<file path="config.mk">
export PLATFORM = sky130hd
export DESIGN_NAME = debug_trace_buffer
export DESIGN_NICKNAME = d
export VERILOG_FILES = /design/src/rtl/debug_pkg.sv /design/src/rtl/debug_trace_ram.sv /design/src/rtl/debug_trace_buffer.sv
export SDC_FILE = /design/constraint.sdc
export NUM_CORES = 1
export LEC_CHECK = 0
export CAP_MARGIN = 10
export CORE_MARGIN = 2
export CORE_UTILIZATION = 30
export CTS_CLUSTER_SIZE = 30
export DETAILED_ROUTE_END_ITERATION = 10
export PLACE_DENSITY = 0.49
export SLEW_MARGIN = 20
export SYNTH_ARGS = -nofsm -noshare
export SYNTH_HDL_FRONTEND = slang
export SYNTH_HIERARCHICAL = 1
export SYNTH_SLANG_ARGS = --single-unit
</file>
<file path="constraint.sdc">
create_clock -name clk -period 3.4 [get_ports clk]
set_input_delay 0.68 -clock clk [delete_from_list [all_inputs] [get_ports clk]]
set_output_delay 0.68 -clock clk [all_outputs]
set_load 0.01 [all_outputs]
</file>
<file path="src/rtl/debug_pkg.sv">
// Shared definitions for the debug trace capture path: word width and FSM encoding.
package debug_pkg;
    localparam int DEBUG_W = 8;

    typedef enum logic [1:0] {
        ST_IDLE    = 2'd0,
        ST_ARMED   = 2'd1,
        ST_CAPTURE = 2'd2,
        ST_READOUT = 2'd3
    } state_t;
endpackage

</file>
<file path="src/rtl/debug_trace_ram.sv">
// DEPTH x DATA_W trace storage: synchronous write, asynchronous read, no reset.
module debug_trace_ram #(
    parameter int DATA_W = 8,
    parameter int DEPTH  = 16,
    parameter int ADDR_W = 4
) (
    input  logic              clk,
    input  logic              we,
    input  logic [ADDR_W-1:0] waddr,
    input  logic [DATA_W-1:0] wdata,
    input  logic [ADDR_W-1:0] raddr,
    output logic [DATA_W-1:0] rdata
);
    logic [DATA_W-1:0] mem [DEPTH];

    always_ff @(posedge clk) begin
        if (we) mem[waddr] <= wdata;
    end

    assign rdata = mem[raddr];
endmodule

</file>
<file path="src/rtl/debug_trace_buffer.sv">
// Arm/trigger trace capture of one debug word per timestep, then valid/ready playout.
module debug_trace_buffer
    import debug_pkg::*;
#(
    parameter int DATA_W = DEBUG_W,
    parameter int DEPTH  = 16,
    parameter int ADDR_W = 4
) (
    input  logic              clk,
    input  logic              rst,
    input  logic              arm,
    input  logic              abort,
    input  logic              trig_ext,
    input  logic              trig_on_nonzero,
    input  logic              sample_en,
    input  logic [DATA_W-1:0] debug_data,
    output logic              rd_valid,
    input  logic              rd_ready,
    output logic [DATA_W-1:0] rd_data,
    output logic              rd_last,
    output logic [1:0]        state_o,
    output logic              busy
);
    localparam logic [ADDR_W-1:0] LAST = ADDR_W'(DEPTH - 1);

    state_t            state, state_nxt;
    logic [ADDR_W-1:0] wr_ptr, rd_ptr;
    logic [DATA_W-1:0] ram_rdata;
    logic              trig, wr_en, wr_end, rd_fire;

    assign trig    = sample_en & (trig_ext | (trig_on_nonzero & (|debug_data)));
    // abort outranks any write in the same cycle
    assign wr_en   = !abort && ((state == ST_ARMED && trig) || (state == ST_CAPTURE && sample_en));
    assign wr_end  = wr_en && (wr_ptr == LAST);
    assign rd_fire = rd_valid & rd_ready;

    always_comb begin
        state_nxt = state;
        if (abort) begin
            state_nxt = ST_IDLE;
        end else begin
            case (state)
                ST_IDLE:    if (arm) state_nxt = ST_ARMED;
                ST_ARMED:   if (wr_en) state_nxt = wr_end ? ST_READOUT : ST_CAPTURE;
                ST_CAPTURE: if (wr_end) state_nxt = ST_READOUT;
                ST_READOUT: if (rd_fire && rd_last) state_nxt = ST_IDLE;
                default:    state_nxt = ST_IDLE;
            endcase
        end
    end

    always_ff @(posedge clk) begin
        if (rst) begin
            state  <= ST_IDLE;
            wr_ptr <= '0;
            rd_ptr <= '0;
        end else begin
            state <= state_nxt;
            if (abort) begin
                wr_ptr <= '0;
                rd_ptr <= '0;
            end else begin
                if (wr_en)   wr_ptr <= wr_end  ? '0 : wr_ptr + ADDR_W'(1);
                if (rd_fire) rd_ptr <= rd_last ? '0 : rd_ptr + ADDR_W'(1);
            end
        end
    end

    debug_trace_ram #(.DATA_W(DATA_W), .DEPTH(DEPTH), .ADDR_W(ADDR_W)) u_ram (
        .clk   (clk),
        .we    (wr_en),
        .waddr (wr_ptr),
        .wdata (debug_data),
        .raddr (rd_ptr),
        .rdata (ram_rdata)
    );

    assign rd_valid = (state == ST_READOUT);
    assign rd_data  = rd_valid ? ram_rdata : '0;
    assign rd_last  = rd_valid && (rd_ptr == LAST);
    assign state_o  = state;
    assign busy     = (state != ST_IDLE);
endmodule

</file>
==> flow_metrics.env, run 1 <==
export IMPL_port_buffers=28
export IMPL_core_area_um2=18830
export IMPL_wirelength_mm=13.55
export IMPL_synth_edf_count=128
export IMPL_drtAntennaViolNets=0
export IMPL_grt_ovfl_total=0
export IMPL_fmax_ghz=0.3021
export IMPL_rsz0062_at_grt="yes"
export IMPL_arrival_ps=2630
export IMPL_min_path_type="flop to flop"
export IMPL_critPathCaptureType="output port"
export IMPL_required_ps=2720
export IMPL_fill_cells=1761
export IMPL_post_place_ws_ps=130.6
export IMPL_ios=29
export IMPL_initial_core_util_pct=30.76
export IMPL_drt_iter0_drc=264
export IMPL_worstPathCellList="bufbuf_16 -> mux4_1 -> a22oi_1 -> nand2_1 -> and2_1 -> clkdlybuf4s50_1"
export IMPL_maxSlewViolCount=0
export IMPL_worstMarginPinSlew_ps=1004
export IMPL_cp_top_family="buffers and inverters"
export IMPL_synth_commonest_cells="128 x edfxtp_1, 21 x nor2_1, 18 x mux4_2, 18 x nand2_1, 16 x a22oi_1"
export IMPL_syn_area_per_cell_um2=17.66
export IMPL_setup_viol=0
export IMPL_grt_use_total_pct=14.29
export IMPL_seq_area_frac_synth_pct=69.81
export IMPL_multiInputGateArea_um2=1634
export IMPL_synthTopCellsByArea="edfxtp_1 66%, mux4_2 7.0%, mux4_1 6.3%"
export IMPL_cts_buffers=17
export IMPL_slowest_stage="mux4_1"
export IMPL_path_class="flop to output port"
export IMPL_synth_most_common_cell="edfxtp_1"
export IMPL_leakage_nw=2.241
export IMPL_drc=0
export IMPL_finalCritPeriodShare_pct=97.35
export IMPL_grt_first_pass_wirelength_mm=20.49
export IMPL_via_count=3164
export IMPL_clock_sinks=138
export IMPL_powerDensity_nw_per_um2=521.2
export IMPL_ys_warn_count=6
export IMPL_post_cts_buffers=0
export IMPL_syn_area_um2=5793
export IMPL_ys_flop_type="edfxtp_1"
export IMPL_slew_headroom_pct=32.80
export IMPL_vias_per_cell=4.809
export IMPL_syn_num_nets=351
export IMPL_synth_top_area_share_pct=66.35
export IMPL_cp_max_fo=11
export IMPL_cp_num_buf_inv=2
export IMPL_cts_root_buffer="clkbuf_16"
export IMPL_outcome="complete, no violations"
export IMPL_hold_viol=0
export IMPL_finClkSkew_ps=7.101
export IMPL_finalWorstSetupSlack_ps=89.98
export IMPL_cts_tree="done"
export IMPL_std_cell_rows=50
export IMPL_seq_area_um2=4048
export IMPL_ys_types=44
export IMPL_dp_hpwl_mm=8.940
export IMPL_crit_path_start_kind="flop"
export IMPL_final_layout_size_suffix_gt1_share_pct=20.85
export IMPL_final_nets=408
export IMPL_dieHeight_um=143.0
export IMPL_netlist_instances=328
export IMPL_async_reset_ff_share_pct=0
export IMPL_diodes=0
export IMPL_area_growth_pct=22.57
export IMPL_clock_latency_ps=420
export IMPL_antenna_found_initial=0
export IMPL_cts_max_level=4
export IMPL_grt_max_degree=37
export IMPL_cap_violations=0
export IMPL_peakVddDrop_mv=0.3126
export IMPL_clkTransAtPathRegs_ps=50
export IMPL_grt_pass1_vias=3277
export IMPL_min_period_ps=3310
export IMPL_die_w_um=143.0
export IMPL_ys_ff_latch=138
export IMPL_dr_pass1_iters=5
export IMPL_final_core_util_pct=37.71
export IMPL_die_area_um2=20440
export IMPL_gp_congestion=0.7251
export IMPL_cpPeakStageDelay_ps=550
export IMPL_clockBufferDepth=2
export IMPL_wire_per_inst_um=20.59
export IMPL_synth_area_leader_cell="edfxtp_1"
-- metal layers --
| layer | vias up | global-route usage (%) | part of all wire (%) |
|---|---|---|---|
| li1 | 1452 | - | - |
| met1 | 1631 | 19.03 | 46 |
| met2 | 71 | 22.84 | 49 |
| met3 | 10 | 3.890 | 3.9 |
| met4 | 0 | 4.377 | 0.70 |
| met5 | - | 0 | 0 |
-- worst register-to-register path: stages (launching register included) --
cell and delay (ps):
dfxtp_1 360, inv_1 130, ha_1 270, a21oi_1 120, or2_2 330, nand2_1 150
nand3b_1 170, nor2_1 810
-- worst paths after layout --
kind                                  from                to  slack, ps  cells past startpoint
worst min register to register  state_o[1]        state_o[1]        550                      2
worst max-delay path             rd_ptr[0]        rd_data[3]         90                      6
worst min-delay path            state_o[1]        state_o[1]        550                      2
worst max register to register  state_o[1]  u_ram/mem[11][5]        680                      7
-- power by group --
group	internal [mW]	switching [mW]
clock	1.06	0.670
sequential	1.86	0.00346
combinational	0.0449	0.0604
-- cells in the final DEF, fill, tap and decap left out, types with 3 or more instances in the layout --
cell	count
clkinvlp_4	3
nand3_1	8
nand2b_1	4
clkinv_2	4
and2_1	9
nor2b_1	3
clkinv_1	3
ha_1	7
edfxtp_1	128
buf_4	19
clkdlybuf4s50_1	28
dfxtp_1	9
nor2_1	21
mux4_1	13
nor3_1	4
a21oi_1	11
nand2_1	18
a22oi_2	4
o21ai_0	6
mux4_2	19
or2_2	4
a22oi_1	12
clkbuf_16	17
inv_1	7
-- cell type report --
| class | instances | share of cell area [%] |
|---|---|---|
| clock buffer | 18 | 6.044 |
| clock inverter | 14 | 1.850 |
| inverter | 7 | 0.3700 |
| multi-input combinational | 170 | 23.01 |
| sequential | 138 | 57.00 |
| tap | 260 | 4.581 |
| timing repair buffer | 51 | 7.137 |
-- metrics by stage --
| stage | power, mW | cells | TNS, ps | instance area (um2) | hold WS, ps |
|---|---|---|---|---|---|
| finish | 3.701 | 658 | 0 | 7101 | 547.4 |
| global route | 3.830 | 658 | -78.03 | 7101 | 592.5 |
| CTS | 3.743 | 658 | 0 | 7089 | 552.2 |
| detailed placement | 2.002 | 625 | 0 | 6485 | 541.3 |
| global placement | 2.003 | 625 | 0 | 6485 | 526.9 |
| floorplan | 1.931 | 328 | 0 | 5793 | 496.0 |
-- cells by family after synthesis --
group,after synthesis,share of synthesized area [%]
XOR/XNOR,1,0.1512
buffers and inverters,20,2.268
AND/OR/NAND/NOR,84,7.559
adder cells (fa/ha/maj),7,1.512
multiplexers,33,13.52
flip-flops,138,69.81
AO/OA/AOI/OAI,45,5.184
-- state kept, by name (all words and copies together), names as in the netlist --
name,cells
rd_ptr,4
state_o,2
u_ram/mem,128
wr_ptr,4
-- timing repair --
action,CTS,global route
hold buffers,0,0
setup endpoints to repair,2,6
gates resized for setup,3,4
gates cloned,1,0
(Power assumes the default switching activity.)
==> run 2: changes to the inputs <==
--- a/config.mk
+++ b/config.mk
@@ -14,5 +14,4 @@
 export SLEW_MARGIN = 20
 export SYNTH_ARGS = -nofsm -noshare
 export SYNTH_HDL_FRONTEND = slang
-export SYNTH_HIERARCHICAL = 1
 export SYNTH_SLANG_ARGS = --single-unit
==> flow_metrics.env, run 2 <==
export IMPL_outcome="complete, no violations"
export IMPL_min_period_ps=3252
export IMPL_dieHeight_um=142.5
export IMPL_synth_area_leader_cell="edfxtp_1"
export IMPL_synth_most_common_cell="edfxtp_1"
export IMPL_p_comb_share_pct=2.4
export IMPL_hold_viol=0
export IMPL_die_area_um2=20310
export IMPL_maxSlewViolCount=0
export IMPL_syn_area_per_cell_um2=19.44
export IMPL_crit_path_start_kind="flop"
export IMPL_wire_per_inst_um=21.48
export IMPL_gp_congestion=0.7457
export IMPL_ys_flop_type="edfxtp_1"
export IMPL_async_reset_ff_share_pct=0
export IMPL_cts_root_buffer="clkbuf_16"
export IMPL_cts_max_level=4
export IMPL_dp_hpwl_mm=8.355
export IMPL_seqPwrFrac_pct=48.1
export IMPL_area_growth_pct=24.28
export IMPL_dr_pass1_iters=4
export IMPL_powerDensity_nw_per_um2=554.0
export IMPL_syn_num_nets=322
export IMPL_netlist_instances=296
export IMPL_synthTopCellsByArea="edfxtp_1 67%, mux4_2 16%, dfxtp_1 4.9%"
export IMPL_grt_max_degree=33
export IMPL_vias_per_cell=4.927
export IMPL_leakage_nw=2.338
export IMPL_std_cell_rows=50
export IMPL_fin_tns_setup_ps=0
export IMPL_power_switching_uw=730.1
export IMPL_worstMarginPinSlew_ps=998.1
export IMPL_wirelength_mm=12.91
export IMPL_path_class="flop to output port"
export IMPL_p_int_mw=3.233
export IMPL_wl_met3_um=457
export IMPL_arrival_ps=2570
export IMPL_cap_violations=0
export IMPL_clock_latency_ps=410
export IMPL_ios=29
export IMPL_clockBufferDepth=2
export IMPL_rsz0062_at_grt="no"
export IMPL_seq_area_frac_synth_pct=71.65
export IMPL_drtAntennaViolNets=0
export IMPL_synth_top_area_share_pct=66.78
export IMPL_maxUsedRoutingLayer="met4"
export IMPL_cts_buffers=17
export IMPL_die_w_um=142.5
export IMPL_cts_tree="done"
export IMPL_grt_use_total_pct=13.58
export IMPL_core_area_um2=18770
export IMPL_wirelength_met1_mm=5.638
export IMPL_ys_ff_latch=142
export IMPL_fmax_ghz=0.3075
export IMPL_synth_edf_count=128
export IMPL_hold_slack_ps=518.1
export IMPL_critPathCaptureType="output port"
export IMPL_drt_iter0_drc=239
export IMPL_mostFrequentLayoutCell="edfxtp_1"
export IMPL_ys_types=37
export IMPL_grt_first_pass_wirelength_mm=19.44
export IMPL_via_count=2961
export IMPL_reg_top3="u_ram.mem: 128 flops, rd_ptr: 4 flops, wr_ptr: 4 flops"
export IMPL_diodes=0
export IMPL_grt_ovfl_total=0
export IMPL_syn_area_um2=5756
export IMPL_antenna_found_initial=1
export IMPL_clkTransAtPathRegs_ps=60
export IMPL_met2WireLength_mm=6.609
export IMPL_total_power_mw=3.963
export IMPL_peakVddDrop_mv=0.3601
export IMPL_finClkSkew_ps=8.863
export IMPL_cp_max_fo=8
export IMPL_final_cell_mix="128 x edfxtp_1, 40 x mux4_2, 22 x buf_4"
export IMPL_top_register="u_ram.mem"
export IMPL_post_place_ws_ps=194.7
export IMPL_synth_commonest_cells="128 x edfxtp_1, 40 x mux4_2, 14 x dfxtp_1"
export IMPL_clock_sinks=142
export IMPL_finalCritPeriodShare_pct=95.64
export IMPL_drc=0
export IMPL_largest_reg_flops=128
export IMPL_required_ps=2720
export IMPL_initial_core_util_pct=30.67
export IMPL_final_layout_size_suffix_gt1_share_pct=27.79
export IMPL_ys_warn_count=0
export IMPL_p_sw_share_pct=18.42
export IMPL_grt_pass1_vias=3063
export IMPL_min_path_type="flop to flop"
export IMPL_pwr_share_clk_pct=49.5
export IMPL_finalWorstSetupSlack_ps=148.3
export IMPL_port_buffers=28
export IMPL_final_nets=381
export IMPL_slew_headroom_pct=32.90
export IMPL_setup_viol=0
## run 2: cell count changes after synthesis, moves of 4 or more
cell / delta
mux4_2: +22
dfxtp_1: +4
a22oi_1: -16
nand2_1: -14
mux4_1: -14
nor2_1: -13
and3_1: +7
buf_1: +4
## run 2: stage by stage
step           area (um2)  instances  utilization (%)
2_1_floorplan        5756        296                -
3_3_place_gp         6452        564            34.38
3_5_place_dp         6452        564            34.38
4_1_cts              7181        602            38.26
5_1_grt              7153        601            38.11
6_report             7153        601            38.11
## run 2: final timing paths
kind                                 start               to  slack (ps)  cells past startpoint
worst max-delay path                  flop       rd_data[3]         150                      5
worst min-delay path             rd_ptr[1]        rd_ptr[1]         520                      2
worst max register to register  state_o[1]  u_ram.mem[4][6]        1010                      8
worst min register to register   rd_ptr[1]        rd_ptr[1]         520                      2
## run 2: logic make-up after synthesis
logic type	share of synthesized area [%]
buf+inv	1.870
compound gates	2.370
xor+xnor	0.1522
flops	71.65
simple gates	5.957
mux	15.83
fa+ha+maj	2.174
## run 2: layout make-up
class | instances | area [um2]
Inverter | 8 | 30.03
Sequential cell | 142 | 4128
Clock inverter | 13 | 196.4
Timing Repair Buffer | 54 | 528.0
Multi-Input combinational cell | 132 | 1549
Tap cell | 234 | 292.8
Fill cell | 1744 | 11610
Clock buffer | 18 | 429.2
## run 2: routing by layer
metal  vias to the layer above  global-route usage, %
li1                       1333                      -
met1                      1546                  17.16
met2                        71                  22.90
met3                        11                  3.062
met4                         0                  5.055
met5                         -                      0
## run 2: power by group through the flow
stage / clock [mW] / combinational [mW] / sequential (mW)
4_1_cts: 1.99 / 0.0990 / 1.91
5_1_grt: 2.06 / 0.106 / 1.91
3_3_place_gp: 0 / 0.0977 / 1.94
2_1_floorplan: 0 / 0.0275 / 1.94
3_5_place_dp: 0 / 0.0985 / 1.94
6_report: 1.96 / 0.0969 / 1.91
## run 2: timing repair
action | CTS | global route
buffers inserted | 5 | 0
hold buffers | 0 | 0
gates cloned | 2 | 0
setup endpoints to repair | 8 | 1
resized for setup | 10 | 0
## run 2: worst max-delay path: stages, from the launching register on
cell	delay (ps)
dfxtp_4	390
bufbuf_16	300
mux4_2	550
mux4_2	470
and2_1	170
dlygate4sd2_1	280
==> run 3: changes to the inputs <==
--- a/config.mk
+++ b/config.mk
@@ -5,6 +5,7 @@
 export SDC_FILE = /design/constraint.sdc
 export NUM_CORES = 1
 export LEC_CHECK = 0
+export ABC_AREA = 1
 export CAP_MARGIN = 10
 export CORE_MARGIN = 2
 export CORE_UTILIZATION = 30
==> flow_metrics.env, run 3 <==
export IMPL_dieHeight_um=143.2
export IMPL_synth_edf_count=128
export IMPL_synthTopCellsByArea="edfxtp_1 66%, nor2_1 5.7%, dfxtp_1 4.8%"
export IMPL_synth_area_leader_cell="edfxtp_1"
export IMPL_initial_core_util_pct=30.86
export IMPL_final_layout_size_suffix_gt1_share_pct=13.75
export IMPL_powerDensity_nw_per_um2=517.6
export IMPL_mostFrequentLayoutCell="edfxtp_1"
export IMPL_min_period_ps=3289
export IMPL_grt_max_degree=27
export IMPL_seq_area_frac_synth_pct=70.97
export IMPL_seqPwrFrac_pct=51.7
export IMPL_cpPeakStageDelay_ps=560
export IMPL_pwr_share_clk_pct=45.7
export IMPL_clock_sinks=142
export IMPL_wirelength_mm=15.46
export IMPL_cts_root_buffer="clkbuf_16"
export IMPL_cp_max_fo=26
export IMPL_fmax_ghz=0.3041
export IMPL_slowest_stage="clkdlybuf4s50_1"
export IMPL_diodes=0
export IMPL_critPathCaptureType="output port"
export IMPL_finClkSkew_ps=6.968
export IMPL_finalCritPeriodShare_pct=96.72
export IMPL_crit_path_start_kind="flop"
export IMPL_final_area_um2=7112
export IMPL_dr_pass1_iters=5
export IMPL_ios=29
export IMPL_cp_num_buf_inv=3
export IMPL_peakVddDrop_mv=0.3218
export IMPL_syn_num_nets=484
export IMPL_cap_violations=0
export IMPL_ys_warn_count=0
export IMPL_p_int_mw=2.933
export IMPL_clockBufferDepth=2
export IMPL_area_growth_pct=22.39
export IMPL_cts_buffers=17
export IMPL_regToRegSetupSlack_ps=1510
export IMPL_antenna_found_initial=0
export IMPL_wl_met3_um=946
export IMPL_ys_flop_type="edfxtp_1"
export IMPL_r2r_start="state_o[1]"
export IMPL_p_sw_share_pct=20.32
export IMPL_reg_top3="u_ram.mem: 128 flops, rd_ptr: 4 flops, wr_ptr: 4 flops"
export IMPL_die_area_um2=20500
export IMPL_crit_end="rd_data[0]"
export IMPL_leakage_nw=2.346
export IMPL_die_w_um=143.2
export IMPL_drt_iter0_drc=390
export IMPL_r2r_cells=9
export IMPL_ys_ff_latch=142
export IMPL_vias_per_cell=4.966
export IMPL_wirelength_met1_mm=7.035
export IMPL_outcome="complete, no violations"
export IMPL_grt_use_total_pct=15.90
export IMPL_worstMarginPinSlew_ps=505.1
export IMPL_largest_reg_flops=128
export IMPL_wire_per_inst_um=19.55
export IMPL_placed_area_um2=6564
export IMPL_core_area_um2=18830
export IMPL_syn_area_per_cell_um2=12.69
export IMPL_worstPathCellList="inv_6 -> buf_12 -> o21ai_0 -> o221ai_1 -> nand3_1 -> a21oi_1 -> clkdlybuf4s50_1"
export IMPL_drtAntennaViolNets=0
export IMPL_arrival_ps=2610
export IMPL_netlist_instances=458
export IMPL_syn_area_um2=5811
export IMPL_ys_types=31
export IMPL_maxUsedRoutingLayer="met4"
export IMPL_synth_top_area_share_pct=66.15
export IMPL_synth_most_common_cell="edfxtp_1"
export IMPL_cp_top_family="buffers and inverters"
export IMPL_p_comb_share_pct=2.5
export IMPL_grt_ovfl_total=0
export IMPL_clock_latency_ps=420
export IMPL_drc=0
export IMPL_path_class="flop to output port"
export IMPL_total_power_mw=3.681
export IMPL_cts_tree="done"
export IMPL_fin_tns_setup_ps=0
export IMPL_dp_hpwl_mm=10.61
export IMPL_post_cts_buffers=0
export IMPL_std_cell_rows=50
export IMPL_rsz0062_at_grt="no"
export IMPL_via_count=3928
export IMPL_power_switching_uw=748.1
export IMPL_slew_headroom_pct=66.12
export IMPL_clkTransAtPathRegs_ps=50
export IMPL_grt_first_pass_wirelength_mm=23.31
export IMPL_port_buffers=28
export IMPL_grt_pass1_vias=3777
export IMPL_final_cell_mix="128 x edfxtp_1, 88 x nor2_1, 40 x o21ai_1"
export IMPL_required_ps=2720
export IMPL_cts_max_level=4
export IMPL_cts_hold_buf=0
export IMPL_maxSlewViolCount=0
export IMPL_synth_commonest_cells="128 x edfxtp_1, 88 x nor2_1, 40 x o21ai_1"
export IMPL_met2WireLength_mm=7.208
export IMPL_setup_viol=0
export IMPL_min_path_type="flop to flop"
export IMPL_worst_r2r_endpoint="u_ram.mem[5][5]"
export IMPL_top_register="u_ram.mem"
export IMPL_min_from="state_o[1]"
export IMPL_final_nets=544
export IMPL_crit_cells=7
export IMPL_hold_viol=0
export IMPL_async_reset_ff_share_pct=0
export IMPL_gp_congestion=0.8794
## run 3: how the worst min path moves through the flow
stage / slack [ps] / end / depth (start not counted)
5_1_grt: 550 / state_o[1] / 2
6_report: 520 / state_o[1] / 2
4_1_cts: 530 / state_o[1] / 2
2_1_floorplan: 460 / flop / 1
3_3_place_gp: 490 / rd_ptr[2] / 1
3_5_place_dp: 510 / rd_ptr[2] / 1
## run 3: per-layer routing
| metal | global-route usage (%) | vias up |
|---|---|---|
| met4 | 4.950 | 0 |
| met5 | 0 | - |
| met2 | 25.18 | 162 |
| met3 | 4.527 | 16 |
| met1 | 21.16 | 1917 |
| li1 | - | 1833 |
## run 3: power by group through the flow
| stage | Combinational, mW | Sequential, mW | Clock [mW] |
|---|---|---|---|
| CTS | 0.0962 | 1.91 | 1.71 |
| finish | 0.0938 | 1.90 | 1.68 |
| detailed placement | 0.0959 | 1.94 | 0 |
| global placement | 0.0953 | 1.94 | 0 |
| global route | 0.104 | 1.90 | 1.78 |
| floorplan | 0.0260 | 1.94 | 0 |
## run 3: tightest hold or removal path, delay by kind of cell (launching register included)
family           cells  cell delay [ps]
AO/OA/AOI/OAI        1               50
AND/OR/NAND/NOR      1               80
flip-flops           1              350
## run 3: repair_timing
item | CTS | global route
hold endpoints to repair | 0 | 0
gates resized for setup | 0 | 5
endpoints found under the setup margin | 0 | 8
## run 3: cell families (layout without fill, tap and decap cells)
family,after synthesis,count (layout),synth area share (%)
adder cells (fa/ha/maj),10,10,2.153
XOR/XNOR,1,1,0.1508
buffers and inverters,44,117,3.682
AND/OR/NAND/NOR,131,131,9.517
AO/OA/AOI/OAI,130,130,13.52
flip-flops,142,142,70.97
## run 3: metrics by stage
stage                     instances  hold WS (ps)  setup slack, ps  utilization [%]
after floorplan                 458         456.8             1318                -
after global placement          759         495.0            477.0            34.86
after detailed placement        759         507.5            487.2            34.86
after CTS                       791         529.8            19.54            37.69
after global routing            791         547.4            12.94            37.77
final                           791         523.3            111.5            37.77
## run 3: cell type report
type | count | area [um2]
clock buffers | 20 | 436.7
clock inverters | 12 | 97.59
fillers | 1813 | 11720
well taps | 260 | 325.3
inverters | 22 | 88.84
repair buffers | 63 | 559.3
multi-input cells | 272 | 1476
flip-flops and latches | 142 | 4128
